`src/rtl/psubsb_seq_pkg.sv`:
```
// Shared 4-bit lane ALU definitions: saturation constants, FSM encoding and
// a carry-lookahead adder helper used by the add and subtract lanes.
package psubsb_seq_pkg;

  localparam int LANE_W = 4;

  localparam logic [LANE_W-1:0] SAT_POS_4 = 4'b0111;
  localparam logic [LANE_W-1:0] SAT_NEG_4 = 4'b1000;

  typedef enum logic [1:0] {
    IDLE = 2'd0,
    BUSY = 2'd1,
    DONE = 2'd2
  } state_e;

  // 4-bit carry-lookahead sum; carry-out is not needed by the saturating lanes.
  function automatic logic [LANE_W-1:0] cla4_sum(input logic [LANE_W-1:0] a,
                                                 input logic [LANE_W-1:0] b,
                                                 input logic cin);
    logic [LANE_W-1:0] g;
    logic [LANE_W-1:0] p;
    logic [LANE_W-1:0] c;
    g    = a & b;
    p    = a ^ b;
    c[0] = cin;
    c[1] = g[0] | (p[0] & cin);
    c[2] = g[1] | (p[1] & g[0]) | (p[1] & p[0] & cin);
    c[3] = g[2] | (p[2] & g[1]) | (p[2] & p[1] & g[0]) | (p[2] & p[1] & p[0] & cin);
    return p ^ c;
  endfunction

endpackage

```
`src/rtl/psubsb_seq_lane.sv`:
```
// One signed 4-bit lane of the packed saturating subtractor: a - b clamped
// to [-8, +7], with a flag when clamping happened.
module psubsb_lane
  import psubsb_seq_pkg::*;
(
  input  logic [LANE_W-1:0] a_i,
  input  logic [LANE_W-1:0] b_i,
  output logic [LANE_W-1:0] result_o,
  output logic              ovf_o
);

  logic [LANE_W-1:0] diff;
  logic              pos_sat;
  logic              neg_sat;

  assign diff = cla4_sum(a_i, ~b_i, 1'b1);

  // Overflow only when operand signs differ and the raw sign disagrees with a.
  assign pos_sat = ~a_i[3] &  b_i[3] &  diff[3];
  assign neg_sat =  a_i[3] & ~b_i[3] & ~diff[3];

  always_comb begin
    result_o = diff;
    if (pos_sat) begin
      result_o = SAT_POS_4;
    end else if (neg_sat) begin
      result_o = SAT_NEG_4;
    end
  end

  assign ovf_o = pos_sat | neg_sat;

endmodule

```
`src/rtl/psubsb_seq.sv`:
```
// Lane-serial packed saturating subtractor: accepts two packed words, resolves
// one 4-bit lane per cycle and holds the packed result until the consumer takes it.
module psubsb_seq
  import psubsb_seq_pkg::*;
#(
  parameter int LANES = 4
) (
  input  logic                      clk,
  input  logic                      rst_n,
  input  logic                      in_valid,
  output logic                      in_ready,
  input  logic [LANE_W*LANES-1:0]   in_a,
  input  logic [LANE_W*LANES-1:0]   in_b,
  output logic                      out_valid,
  input  logic                      out_ready,
  output logic [LANE_W*LANES-1:0]   out_result,
  output logic [LANES-1:0]          out_ovf
);

  localparam int W     = LANE_W * LANES;
  localparam int IDX_W = (LANES > 1) ? $clog2(LANES) : 1;
  localparam logic [IDX_W-1:0] LAST_IDX = IDX_W'(LANES - 1);

  state_e            state_q, state_d;
  logic [IDX_W-1:0]  lane_idx_q, lane_idx_d;
  logic [W-1:0]      a_q, a_d;
  logic [W-1:0]      b_q, b_d;
  logic [W-1:0]      result_q, result_d;
  logic [LANES-1:0]  ovf_q, ovf_d;

  logic [LANES-1:0]  lane_sel;
  logic [LANE_W-1:0] lane_a;
  logic [LANE_W-1:0] lane_b;
  logic [LANE_W-1:0] lane_res;
  logic              lane_ovf;

  for (genvar gi = 0; gi < LANES; gi++) begin : g_sel
    assign lane_sel[gi] = (lane_idx_q == IDX_W'(gi));
  end

  always_comb begin
    lane_a = '0;
    lane_b = '0;
    for (int i = 0; i < LANES; i++) begin
      if (lane_sel[i]) begin
        lane_a = a_q[i*LANE_W +: LANE_W];
        lane_b = b_q[i*LANE_W +: LANE_W];
      end
    end
  end

  psubsb_lane u_lane (
    .a_i      (lane_a),
    .b_i      (lane_b),
    .result_o (lane_res),
    .ovf_o    (lane_ovf)
  );

  always_comb begin
    state_d    = state_q;
    lane_idx_d = lane_idx_q;
    a_d        = a_q;
    b_d        = b_q;
    result_d   = result_q;
    ovf_d      = ovf_q;
    unique case (state_q)
      IDLE: begin
        if (in_valid) begin
          a_d        = in_a;
          b_d        = in_b;
          result_d   = '0;
          ovf_d      = '0;
          lane_idx_d = '0;
          state_d    = BUSY;
        end
      end
      BUSY: begin
        for (int i = 0; i < LANES; i++) begin
          if (lane_sel[i]) begin
            result_d[i*LANE_W +: LANE_W] = lane_res;
            ovf_d[i]                     = lane_ovf;
          end
        end
        if (lane_idx_q == LAST_IDX) begin
          lane_idx_d = '0;
          state_d    = DONE;
        end else begin
          lane_idx_d = lane_idx_q + 1'b1;
        end
      end
      DONE: begin
        if (out_ready) begin
          state_d = IDLE;
        end
      end
      default: state_d = IDLE;
    endcase
  end

  always_ff @(posedge clk or negedge rst_n) begin
    if (!rst_n) begin
      state_q    <= IDLE;
      lane_idx_q <= '0;
      a_q        <= '0;
      b_q        <= '0;
      result_q   <= '0;
      ovf_q      <= '0;
    end else begin
      state_q    <= state_d;
      lane_idx_q <= lane_idx_d;
      a_q        <= a_d;
      b_q        <= b_d;
      result_q   <= result_d;
      ovf_q      <= ovf_d;
    end
  end

  assign in_ready   = (state_q == IDLE);
  assign out_valid  = (state_q == DONE);
  assign out_result = result_q;
  assign out_ovf    = ovf_q;

endmodule

```
`config.mk`:
```
export PLATFORM = sky130hd
export DESIGN_NAME = psubsb_seq
export DESIGN_NICKNAME = d
export VERILOG_FILES = /design/src/rtl/psubsb_seq_pkg.sv /design/src/rtl/psubsb_seq_lane.sv /design/src/rtl/psubsb_seq.sv
export SDC_FILE = /design/constraint.sdc
export NUM_CORES = 1
export LEC_CHECK = 0
export BUFFER_PORTS_ARGS = -buffer_cell sky130_fd_sc_hd__buf_4
export CORE_AREA = 2 2 87 89
export CTS_BUF_LIST = sky130_fd_sc_hd__clkbuf_2
export DETAILED_ROUTE_END_ITERATION = 10
export DIE_AREA = 0 0 89 91
export PLACE_DENSITY = 0.63
export SETUP_SLACK_MARGIN = 0.1
export SKIP_LAST_GASP = 1
export SLEW_MARGIN = 20
export SYNTH_ARGS = -nofsm -noshare
export SYNTH_HDL_FRONTEND = slang
export SYNTH_SLANG_ARGS = --single-unit
```
`constraint.sdc`:
```
create_clock -name clk -period 10.6 [get_ports clk]
set_input_delay 2.12 -clock clk [delete_from_list [all_inputs] [get_ports clk]]
set_output_delay 2.12 -clock clk [all_outputs]
set_load 0.05 [all_outputs]
```
Word-level counts from Yosys, hierarchy flattened
Index checks and enable logic that the tools add are counted.
{"block": "totals", "mem_bits_rw": 0, "out_inout_bits": 22, "latchBits": 0, "regBits": 56, "n_memories": 0, "mem_bits_ro": 0}
{"block": "op_classes", "n_reduce_logical": 10, "eq_ne": 11, "shifts": 0, "add_sub_neg": 1, "div_mod_pow": 0, "n_lt_le_gt_ge": 0, "muxes": 29, "n_mul": 0, "bitwise": 24}
{"cell": "$mux W4", "n": 15}
{"cell": "$pmux W16 S2", "n": 1}
{"cell": "$mux W16", "n": 1}
{"cell": "$reduce_and A3 Y1", "n": 5}
{"cell": "$and A1 B1 Y1", "n": 10}
{"cell": "$mux W2", "n": 5}
{"cell": "$ne A2 B2 Y1 const B", "n": 5}
{"cell": "$pmux W4 S2", "n": 1}
{"cell": "$xor A4 B4 Y4", "n": 2}
{"cell": "$or A1 B1 Y1", "n": 7}
{"cell": "$eq A2 B2 Y1 const B", "n": 3}
{"cell": "$pmux W2 S3", "n": 1}
{"cell": "$eq A2 B1 Y1 const B", "n": 2}
{"cell": "$logic_not A2 Y1", "n": 2}
{"cell": "$mux W1", "n": 4}
{"cell": "$not A4 Y4", "n": 1}
{"cell": "$pmux W2 S2", "n": 1}
{"cell": "$reduce_and A2 Y1", "n": 2}
{"cell": "$and A3 B3 Y3", "n": 1}
{"cell": "$not A1 Y1", "n": 3}
{"cell": "$add A2 B1 Y2 const B", "n": 1}
{"cell": "$ne A2 B1 Y1 const B", "n": 1}
{"cell": "$reduce_bool A2 Y1", "n": 1}

Depth between registers and ports, before layout
{"block": "depth", "ltp_word": 18, "ltp_mapped": 15, "ltp_nobuf": 11}

Cells and area by module
From an unflattened synthesis, not the netlist that was laid out.
{"block": "hier_totals", "hier_cells": 252, "area_unflattened_um2": 2910.3}
{"module": "psubsb_seq", "cells_per_inst": 222, "n_inst": 1, "seq_area_each_um2": 1401.3, "area_each_um2": 2675.1}
{"module": "psubsb_lane", "cells_per_inst": 30, "n_inst": 1, "seq_area_each_um2": 0.0, "area_each_um2": 235.2}

Worst setup path after synthesis
OpenSTA, ideal clock, no wires.
{"block": "synth_timing", "kind": "reg2reg", "start": "register lane_idx_q[1]", "end": "register ovf_q[2] (netlist: out_ovf[2])", "arrival_ps": 3234, "path_stages_with_launch": 15, "setup_slack_ps": 7240, "synth_period_minus_slack_ps": 3360, "setup_time_ps": 126, "required_time_ps": 10474, "path_cell_list": "dfrtp_1 inv_1 ha_1 clkbuf_1 clkbuf_1 a221oi_1 nor3_1 a21oi_1 ha_1 o211a_1 or4_4 buf_6 and2_1 buf_6 a221o_1"}
{"block": "synth_between", "elab_chain_len": 17, "word_cells_on_any_way": 35}
{"item": "from (decl)", "line_no": "psubsb_seq.sv:25", "rtl": "logic [IDX_W-1:0] lane_idx_q, lane_idx_d;"}
{"item": "from (signal assigned)", "line_no": "psubsb_seq.sv:110", "rtl": "lane_idx_q <= lane_idx_d;"}
{"item": "$logic_not A2 Y1", "line_no": "psubsb_seq.sv:38", "rtl": "assign lane_sel[gi] = (lane_idx_q == IDX_W'(gi));"}
{"item": "$mux W4 (4 in a row)", "line_no": "psubsb_seq.sv:45", "rtl": "if (lane_sel[i]) begin"}
{"item": "$not A4 Y4", "line_no": "psubsb_seq_lane.sv:16", "rtl": "assign diff = cla4_sum(a_i, ~b_i, 1'b1);"}
{"item": "$xor A4 B4 Y4 or $and A3 B3 Y3 (tied branches)", "line_no": "psubsb_seq_pkg.sv:24, psubsb_seq_pkg.sv:23"}
{"item": "$and A1 B1 Y1", "line_no": "psubsb_seq_pkg.sv:28", "rtl": "c[3] = g[2] | (p[2] & g[1]) | (p[2] & p[1] & g[0]) | (p[2] & p[1] & p[0] & cin);"}
{"item": "$or A1 B1 Y1 or $and A1 B1 Y1 (tied branches)", "line_no": "psubsb_seq_pkg.sv:28"}
{"item": "$or A1 B1 Y1 (2 in a row)", "line_no": "psubsb_seq_pkg.sv:28"}
{"item": "$xor A4 B4 Y4", "line_no": "psubsb_seq_pkg.sv:29", "rtl": "return p ^ c;"}
{"item": "$not A1 Y1", "line_no": "psubsb_seq_lane.sv:20", "rtl": "assign neg_sat = a_i[3] & ~b_i[3] & ~diff[3];"}
{"item": "$and A1 B1 Y1", "line_no": "psubsb_seq_lane.sv:20"}
{"item": "$or A1 B1 Y1", "line_no": "psubsb_seq_lane.sv:31", "rtl": "assign ovf_o = pos_sat | neg_sat;"}
{"item": "$mux W1", "line_no": "psubsb_seq.sv:79", "rtl": "if (lane_sel[i]) begin"}
{"item": "$pmux W4 S2", "line_no": "psubsb_seq.sv:66", "rtl": "unique case (state_q)"}
{"item": "to (signal assigned)", "line_no": "psubsb_seq.sv:114", "rtl": "ovf_q <= ovf_d;"}
{"item": "to (decl)", "line_no": "psubsb_seq.sv:29", "rtl": "logic [LANES-1:0] ovf_q, ovf_d;"}
Parallel ways exist; a longest one is shown, timed or not. The select of a mux whose other input is x is not followed.
A chain may end at the register's enable or synchronous reset.

Worst setup path after layout
{"block": "layout_timing", "start": "register lane_idx_q[1]", "end": "register result_q[2] (netlist: out_result[2])"}
{"block": "layout_between", "elab_chain_len": 18, "word_cells_on_any_way": 40}
{"item": "$logic_not A2 Y1", "line_no": "psubsb_seq.sv:38"}
{"item": "$mux W4 (4 in a row)", "line_no": "psubsb_seq.sv:45"}
{"item": "$not A4 Y4", "line_no": "psubsb_seq_lane.sv:16"}
{"item": "$xor A4 B4 Y4 or $and A3 B3 Y3 (tied branches)", "line_no": "psubsb_seq_pkg.sv:24, psubsb_seq_pkg.sv:23"}
{"item": "$and A1 B1 Y1", "line_no": "psubsb_seq_pkg.sv:28"}
{"item": "$or A1 B1 Y1 or $and A1 B1 Y1 (tied branches)", "line_no": "psubsb_seq_pkg.sv:28"}
{"item": "$or A1 B1 Y1 (2 in a row)", "line_no": "psubsb_seq_pkg.sv:28"}
{"item": "$xor A4 B4 Y4", "line_no": "psubsb_seq_pkg.sv:29"}
{"item": "$not A1 Y1", "line_no": "psubsb_seq_lane.sv:20"}
{"item": "$and A1 B1 Y1", "line_no": "psubsb_seq_lane.sv:20"}
{"item": "$mux W4", "line_no": "psubsb_seq_lane.sv:26", "rtl": "end else if (neg_sat) begin"}
{"item": "$mux W4", "line_no": "psubsb_seq_lane.sv:24", "rtl": "if (pos_sat) begin"}
{"item": "$mux W4", "line_no": "psubsb_seq.sv:79"}
{"item": "$pmux W16 S2", "line_no": "psubsb_seq.sv:66"}
{"item": "to (signal assigned)", "line_no": "psubsb_seq.sv:113", "rtl": "result_q <= result_d;"}
{"item": "to (decl)", "line_no": "psubsb_seq.sv:28", "rtl": "logic [W-1:0] result_q, result_d;"}
Parallel ways exist; a longest one is shown, timed or not. The select of a mux whose other input is x is not followed.

==> results.tsv <==
metric	value	unit
setup bufs post-CTS	0	
DR pass1 iterations	4	
first-pass GRT wire length	9710	um
hold-fix buffers at CTS	0	
Core Area	0.00714	mm2
Most used DFF post-synth	dfrtp_1	
Final Max Tran Viols	0	
Via density	5.12	
GRT Util Overall	0.152	
setup_tns	0	ps
Mapped Area	0.00278	mm2
Area growth syn-to-layout	18.5	%
number of global-route vias before repair	2021	
Slowest-stage cell, CP	o31ai_1	
synth unique cells	31	
Clock transition at path regs	260	ps
detailed placer's ending HPWL	4260	um
total CTS buffers	5	
initial drt markers	48	
WL per Instance	14.9	um
initial antenna violation count	0	
final hold viol count	0	
kind of critical path	register to register	
Crit. Startpoint	lane_idx_q[1]	
R2R Path Start	lane_idx_q[1]	
critical path endpoint category	register	
Min Clock Period, post-route	3780	ps
DRC Markers	0	
CP max stage delay	690	ps
Syn Inst Count	251	
Post-CTS Resized	0	
RSZ-0062 raised after global routing	false	
CTS max path bufs	2	
WL final	5940	um
clock sink count	56	
Worst-Skew Late Latency	430	ps
antenna viol nets, final	0	
main area contributors after synthesis	dfrtp_1, mux2_2, ha_1, nand2_1, nor2b_1	
clk root buf	clkbuf_2	
status	finished, final reports clean	
Hold Path Class	register to register	
Slew HR	0.464	
Bufs and invs on worst path	1	
Worst Path Required	10970	ps
largest area contributor in the synthesized netlist	dfrtp_1	
most frequent cells after synthesis	dfrtp_1, mux2_2, nand2_1	
grt total ovfl	0	
via count	2036	
design area	0.00329	mm2
die width	89	um
Filler cells	721	
antenna diode count	0	
largest net degree at the start of global routing	57	
syn_area_per_cell	11.1	um2
die area	0.00810	mm2
clk_skew	7.57	ps
min-delay src	out_result[12]	
top-count cell post-synth	dfrtp_1	
Setup-failing EPs final	0	
max cap viols	0	
layout cells sized above 1	0.324	
final worst path period share	0.357	
Seq/Total Area, Yosys	0.505	
maximum fanout along the worst path	19	
Final Core Density	0.461	
chain of cells forming the critical path	inv_1, ha_1, nor2b_1, a221oi_1, nor3_1, a21o_1, ha_1, o211a_1, o31ai_1, a22oi_1, o31ai_1	
Fmax	264	MHz
area share of the largest cell type after synthesis	0.505	
Worst EP arrival	4150	ps
CTS tree	done	
FFs w/ async S/R, synth	1.00	
Post-synth EDFFs	0	
GPL Wtd Cong	0.814	
input/output buffers	57	
Die Span Y	91	um
Critical Path Start Type	register	
Synth Net Count	297	
io pins	58	
warnings from Yosys	0	
#FFs+latches synth	56	
starting density of the core	0.389	
Worst Tran Pin Value	797	ps
CP top delay family	compound AO/OA/AOI/OAI gates	
Post-Place Cell Area	0.00325	mm2
H-tree depth	2	
final net count	344	
Rows	31	
## state kept, by name, summed over array words and instances, names as in the netlist
register    cells
a_q            16
b_q            16
out_result     16
out_ovf         4
lane_idx_q      2
state_q         2
## kinds of logic after synthesis
| family | count (synthesis) | share of synthesized area |
|---|---|---|
| compound gates | 62 | 0.158 |
| xor+xnor | 1 | 0.00316 |
| fa+ha+maj | 10 | 0.0451 |
| buf+inv | 22 | 0.0365 |
| flops | 56 | 0.505 |
| mux | 32 | 0.130 |
| simple gates | 68 | 0.123 |
## metal layers
layer | up-vias | track usage | routed length (um)
li1 | 990 | - | -
met1 | 990 | 0.212 | 2820
met2 | 50 | 0.245 | 2800
met3 | 6 | 0.0309 | 280
met4 | 0 | 0.0299 | 46
met5 | - | 0 | 0
## path summary, 6_finish.rpt
check                                       to  slack [ps]  cells after the start
min in group asynchronous       out_result[11]        1680                      1
worst min register to register  out_result[12]         520                      2
worst min-delay path            out_result[12]         520                      2
worst max register to register   out_result[2]        6820                     11
max in group asynchronous              b_q[13]        8470                      1
worst max-delay path             out_result[2]        6820                     11
## final cells by class
class,instances,area [um2],area share
clock inverter,2,11.3,0.00342
tap,99,124,0.0376
clock buffer,6,30.0,0.00913
sequential,56,1400,0.426
multi-input combinational,173,1270,0.387
timing repair buffer,58,435,0.132
inverter,4,15.0,0.00456
## metrics by stage
stage               cells  hold WS [ps]  setup WS, ps
floorplan             251           458          7240
global placement      390           469          7040
detailed placement    390           473          6880
CTS                   398           526          6850
global route          398           555          6530
finish                398           517          6820
## placed cells by master (no fill, tap or decap), types with 2 or more instances in the layout
cell	count
and2_1	3
nor2b_1	13
a21oi_1	11
a221o_1	8
dfrtp_1	56
a31oi_1	2
o31ai_1	5
nand2b_1	4
inv_1	4
a221oi_1	6
a22o_1	2
ha_1	10
clkbuf_2	6
mux2_2	31
and3_1	4
a211oi_1	5
nor3_1	6
buf_4	58
a21o_1	8
nor2_1	10
o21ai_0	12
nand2_1	24
nand3b_1	2
## worst min-delay path, stage by stage, from the launching register on
cell and delay [ps]:
dfrtp_1 410, nand2_1 50, o21ai_0 60
Power is not shown: default switching activity piles up to over one toggle a cycle in this logic, so the estimate is an artifact.
